===== src/rtl/uart_char_source.sv =====
// UART receiver feeding a small show-ahead FIFO that presents page chars on the
// parser's pausable char stream; the end-of-transmission byte closes the page.
module uart_char_source #(
  parameter int         CHAR_W          = 8,
  parameter int         CLKS_PER_BIT    = 434,
  parameter int         FIFO_DEPTH_LOG2 = 4,
  parameter logic [7:0] EOT_CHAR        = 8'h04
) (
  input  logic              CLOCK_50,
  input  logic              resetn,
  input  logic              uart_rx,
  input  logic              pause,
  output logic [CHAR_W-1:0] char_out,
  output logic              char_valid,
  output logic              has_finished,
  output logic              frame_err,
  output logic              overflow
);
  localparam int CNT_W = $clog2(CLKS_PER_BIT);
  localparam int PTR_W = FIFO_DEPTH_LOG2 + 1;
  localparam int DEPTH = 1 << FIFO_DEPTH_LOG2;
  localparam logic [CNT_W-1:0] BIT_LAST  = CNT_W'(CLKS_PER_BIT - 1);
  localparam logic [CNT_W-1:0] HALF_LAST = CNT_W'(CLKS_PER_BIT / 2 - 1);

  typedef enum logic [2:0] {
    RX_IDLE,
    RX_START,
    RX_DATA,
    RX_STOP,
    RX_WAIT_IDLE
  } rx_state_e;

  rx_state_e         state_q, state_d;
  logic [1:0]        sync_q, sync_d;
  logic              rx_s;
  logic              armed_q, armed_d;
  logic [CNT_W-1:0]  cnt_q, cnt_d;
  logic [2:0]        bit_idx_q, bit_idx_d;
  logic [7:0]        shift_q, shift_d;
  logic              push_req_q, push_req_d;
  logic              frame_err_q, frame_err_d;

  logic [PTR_W-1:0]  wr_ptr_q, wr_ptr_d;
  logic [PTR_W-1:0]  rd_ptr_q, rd_ptr_d;
  logic [CHAR_W-1:0] char_q, char_d;
  logic              char_valid_q, char_valid_d;
  logic              eot_seen_q, eot_seen_d;
  logic              overflow_q, overflow_d;
  logic              finished_q, finished_d;
  logic              consume, fifo_full, byte_ok, do_push;

  logic [CHAR_W-1:0] mem [DEPTH];

  assign rx_s = sync_q[1];

  // Receiver: counters run down to zero, so each sample lands mid-bit.
  always_comb begin
    sync_d      = {sync_q[0], uart_rx};
    armed_d     = armed_q | rx_s;
    state_d     = state_q;
    cnt_d       = cnt_q;
    bit_idx_d   = bit_idx_q;
    shift_d     = shift_q;
    push_req_d  = 1'b0;
    frame_err_d = 1'b0;
    unique case (state_q)
      RX_IDLE: begin
        if (armed_q && !rx_s) begin
          state_d = RX_START;
          cnt_d   = HALF_LAST;
        end
      end
      RX_START: begin
        if (cnt_q != '0) begin
          cnt_d = cnt_q - 1'b1;
        end else if (!rx_s) begin
          state_d   = RX_DATA;
          cnt_d     = BIT_LAST;
          bit_idx_d = '0;
        end else begin
          state_d = RX_IDLE;
        end
      end
      RX_DATA: begin
        if (cnt_q != '0) begin
          cnt_d = cnt_q - 1'b1;
        end else begin
          shift_d = {rx_s, shift_q[7:1]};
          cnt_d   = BIT_LAST;
          if (bit_idx_q == 3'd7) begin
            state_d = RX_STOP;
          end else begin
            bit_idx_d = bit_idx_q + 1'b1;
          end
        end
      end
      RX_STOP: begin
        if (cnt_q != '0) begin
          cnt_d = cnt_q - 1'b1;
        end else if (rx_s) begin
          push_req_d = 1'b1;
          state_d    = RX_IDLE;
        end else begin
          frame_err_d = 1'b1;
          state_d     = RX_WAIT_IDLE;
        end
      end
      RX_WAIT_IDLE: begin
        if (rx_s) begin
          state_d = RX_IDLE;
        end
      end
      default: state_d = RX_IDLE;
    endcase
  end

  // The head is re-read every cycle from the post-pop pointer against the
  // pre-push write pointer, which gives the one-cycle show-ahead latency.
  always_comb begin
    consume      = char_valid_q && !pause;
    fifo_full    = (wr_ptr_q[PTR_W-1] != rd_ptr_q[PTR_W-1]) &&
                   (wr_ptr_q[PTR_W-2:0] == rd_ptr_q[PTR_W-2:0]);
    byte_ok      = push_req_q && (shift_q != EOT_CHAR) && !eot_seen_q;
    do_push      = byte_ok && (!fifo_full || consume);
    eot_seen_d   = eot_seen_q || (push_req_q && (shift_q == EOT_CHAR));
    overflow_d   = overflow_q || (byte_ok && fifo_full && !consume);
    wr_ptr_d     = wr_ptr_q + PTR_W'(do_push);
    rd_ptr_d     = rd_ptr_q + PTR_W'(consume);
    char_valid_d = (wr_ptr_q != rd_ptr_d);
    char_d       = char_valid_d ? mem[rd_ptr_d[PTR_W-2:0]] : '0;
    finished_d   = finished_q ||
                   (eot_seen_q && (wr_ptr_q == rd_ptr_q) && !char_valid_q);
  end

  always_ff @(posedge CLOCK_50) begin
    if (do_push) begin
      mem[wr_ptr_q[PTR_W-2:0]] <= CHAR_W'(shift_q);
    end
  end

  always_ff @(posedge CLOCK_50 or negedge resetn) begin
    if (!resetn) begin
      state_q      <= RX_IDLE;
      sync_q       <= '0;
      armed_q      <= 1'b0;
      cnt_q        <= '0;
      bit_idx_q    <= '0;
      shift_q      <= '0;
      push_req_q   <= 1'b0;
      frame_err_q  <= 1'b0;
      wr_ptr_q     <= '0;
      rd_ptr_q     <= '0;
      char_q       <= '0;
      char_valid_q <= 1'b0;
      eot_seen_q   <= 1'b0;
      overflow_q   <= 1'b0;
      finished_q   <= 1'b0;
    end else begin
      state_q      <= state_d;
      sync_q       <= sync_d;
      armed_q      <= armed_d;
      cnt_q        <= cnt_d;
      bit_idx_q    <= bit_idx_d;
      shift_q      <= shift_d;
      push_req_q   <= push_req_d;
      frame_err_q  <= frame_err_d;
      wr_ptr_q     <= wr_ptr_d;
      rd_ptr_q     <= rd_ptr_d;
      char_q       <= char_d;
      char_valid_q <= char_valid_d;
      eot_seen_q   <= eot_seen_d;
      overflow_q   <= overflow_d;
      finished_q   <= finished_d;
    end
  end

  assign char_out     = char_q;
  assign char_valid   = char_valid_q;
  assign has_finished = finished_q;
  assign frame_err    = frame_err_q;
  assign overflow     = overflow_q;

endmodule


===== config.mk =====
export PLATFORM = sky130hd
export DESIGN_NAME = uart_char_source
export DESIGN_NICKNAME = d
export VERILOG_FILES = /design/src/rtl/uart_char_source.sv
export SDC_FILE = /design/constraint.sdc
export NUM_CORES = 1
export LEC_CHECK = 0
export CORE_MARGIN = 3
export CORE_UTILIZATION = 30
export DETAILED_ROUTE_END_ITERATION = 7
export GPL_TIMING_DRIVEN = 1
export PLACE_DENSITY = 0.5
export SYNTH_ARGS = -nofsm -noshare
export SYNTH_HDL_FRONTEND = slang
export SYNTH_SLANG_ARGS = --single-unit
export TNS_END_PERCENT = 30

===== constraint.sdc =====
create_clock -name CLOCK_50 -period 6.75 [get_ports CLOCK_50]
set_input_delay 1.0125 -clock CLOCK_50 [delete_from_list [all_inputs] [get_ports CLOCK_50]]
set_output_delay 1.0125 -clock CLOCK_50 [all_outputs]
set_load 0.01 [all_outputs]

==> results.cfg <==
[synthesis]
synth_nets = 420
synth_edf_count = 128
synth_top_cell_area_share_pct = 51.3
syn_area_per_cell_sq_um = 18.4
synthArstFlopShare_pct = 28.1
syn_inst = 408
synth_seq_cells = 178
synth.most_common_cell = edfxtp_1
synth_cell_types = 59
synth-main-ff-cell = edfxtp_1
synth_top_area_cell = edfxtp_1
seq_area_frac_synth_pct = 68.0
ys_top_cells_by_area = edfxtp_1 (51%), dfrtp_1 (17%), mux4_1 (11%)
yosys-top-cells-count = edfxtp_1 (128), dfrtp_1 (50), mux4_1 (32)
syn-cell-area_sq_mm = 0.00749
yosys_warnings = 0

[floorplan]
die_area_sq_mm = 0.0269
dieWidth_microns = 164
core.rowCount = 57
core-area_sq_mm = 0.0245
initial_core_util_pct = 30.6
die_h_microns = 164
io_pins = 16

[job]
maxCapViolations = 0

[grt]
met3_usage_pct = 3.03
grt_use_met2_pct = 20.0
grt_overflow_total = 0
top_usage_layer = met2
grt_max_degree = 51
grt_pass1_wl_microns = 23700
antenna_found_initial = 0
track_usage_pct = 12.1
grt_util_met1_pct = 15.7
grt_pass1_vias = 3875

[cells_and_area]
drive_gt1_share_pct = 16.2
area.growth.synth_to_final_pct = 15.0
nets = 450
fin_util_pct = 35.2
finalInstanceArea_sq_mm = 0.00862
n_antenna_cell = 0

[run_status]
outcome = finished, final reports clean

[routing]
drt-total-wl_microns = 15200
route.detailed.drc = 0
drt_pass1_iterations = 4
vias_per_cell = 4.90
ant_nets = 0
first_iter_violations = 219
vias = 3799
wl_per_cell_microns = 19.7

[setup_path]
crit_arrival_ns = 4.19
crit_path_start_kind = input pin
worst-setup-path-type = in -> reg
worst-endpoint-required_ns = 7.06
crit_fanout = 18
cp-end-kind = flip-flop

[cts]
numCtsBuffers = 17
cts_tree = built
htreeDepth = 4
cts_buffer_depth = 2
cts_num_sinks = 178
post-cts-setup-buffer-count = 0
cts_resized = 0
cts.clk_slew.worst_paths_ns = 0.06
cts_hold_buf = 0
cts-root-buf = clkbuf_16
clkLatencyLatePin_ns = 0.43

[placed_design]
io_buffers = 15
dpl_cell_area_sq_mm = 0.00806
globalplace.congestion = 0.794
post-place-ws_ns = 2.41
hpwl_microns = 9430

[sta]
period_needed_ns = 3.88
finalSetupViolations = 0
worst_pin_slew_ns = 1.19
rsz0062_at_grt = no
slew_headroom_pct = 20.4
hold_viol = 0
maxSlewViolCount = 0
setup_tns_ns = 0
fmax_mhz = 258
finalCritPeriodShare_pct = 57.5
postLayoutSetupSlackWorst_ns = 2.87
skew_ns = 0.0115
hold_ws_ns = 0.351

[min_path]
hp-class = reg -> reg

[power]
combPwrFrac_pct = 23.2
power_frac_seq_pct = 44.5
p_sw_share_pct = 28.8
clock_power_share_pct = 32.3
power_density_mw_per_mm2 = 340
vdd_ir_drop_max_v = 0.000201
internal_power_mw = 2.09
switching_power_mw = 0.843
p_leak_nw = 3.12
-- power by group through the flow --
stage | Clock (mW) | Sequential (mW) | Combinational (mW)
finish | 0.947 | 1.30 | 0.680
global route | 1.02 | 1.31 | 0.739
CTS | 0.973 | 1.30 | 0.695
detailed placement | 0 | 1.32 | 0.692
global placement | 0 | 1.32 | 0.681
floorplan | 0 | 1.30 | 0.568
-- final cells by class --
class	instances	area, sq um
Timing Repair Buffer	31	265
Fill cell	2234	15800
Inverter	11	41.3
Clock buffer	22	464
Tap cell	324	405
Multi-Input combinational cell	199	2250
Clock inverter	10	100
Sequential cell	178	5090
-- kinds of logic after synthesis --
family | synth area share (%)
muxes | 15.0
AOI/OAI and AO/OA | 4.12
buffers and inverters | 2.29
xor gates and xnor gates | 2.30
and+or+nand+nor | 7.00
DFF | 68.0
adders and majority gates | 1.34
-- placed cells by master, fill, tap and decap left out, types with 3 or more instances in the layout --
cell	instances
edfxtp_1	128
dfrtp_1	50
mux4_1	32
clkbuf_16	17
buf_4	16
clkdlybuf4s50_1	14
nor3_1	11
inv_1	10
xnor2_1	10
nor2_1	9
mux4_2	8
and2_1	8
mux2_1	8
ha_1	8
nand3_1	7
nor4_1	7
nand2b_1	7
nand2_1	7
a21oi_1	5
xor2_1	4
nand4_1	4
nor4b_1	4
nor3_2	4
a211oi_1	4
clkinvlp_4	4
a31o_2	3
a21o_1	3
o21bai_1	3
or3_1	3
o21ai_1	3
o21ai_0	3
inv_6	3
clkbuf_1	3
-- critical path, cell delays in order --
cell and delay, ns:
clkdlybuf4s50_1 0.45, nor2b_1 0.07, ha_1 0.92, buf_4 0.46
mux4_1 0.60, mux4_2 0.47, and2_1 0.17
-- sequential cells by signal (all words and copies together), names as in the netlist --
register / count
mem: 128
cnt_q: 9
char_out: 8
shift_q: 8
rd_ptr_q: 5
wr_ptr_q: 5
bit_idx_q: 3
state_q: 3
sync_q: 2
armed_q: 1
char_valid: 1
eot_seen_q: 1
frame_err: 1
has_finished: 1
overflow: 1
push_req_q: 1
-- path summary, 6_finish.rpt --
| path | startpoint | to | slack, ns | depth (start not counted) |
|---|---|---|---|---|
| max reg2reg | char_valid | char_out[6] | 3.35 | 6 |
| min reg2reg | sync_q[0] | sync_q[1] | 0.35 | 0 |
| min | sync_q[0] | sync_q[1] | 0.35 | 0 |
| max | pause | char_out[6] | 2.87 | 7 |
| max in group asynchronous | resetn | shift_q[5] | 5.56 | 2 |
| min in group asynchronous | resetn | cnt_q[3] | 0.70 | 2 |
-- layer usage --
metal	part of all wire, %	vias to the layer above
met5	0	-
met4	1.7	0
met3	3.8	19
met2	51	75
met1	44	1983
li1	-	1722
-- stage by stage --
stage                     instances  power (mW)
after floorplan                 408        1.87
after global placement          743        2.01
after detailed placement        743        2.02
after CTS                       775        2.97
after global routing            775        3.08
final                           775        2.93
No activity file was read; power rests on OpenSTA's default activity.
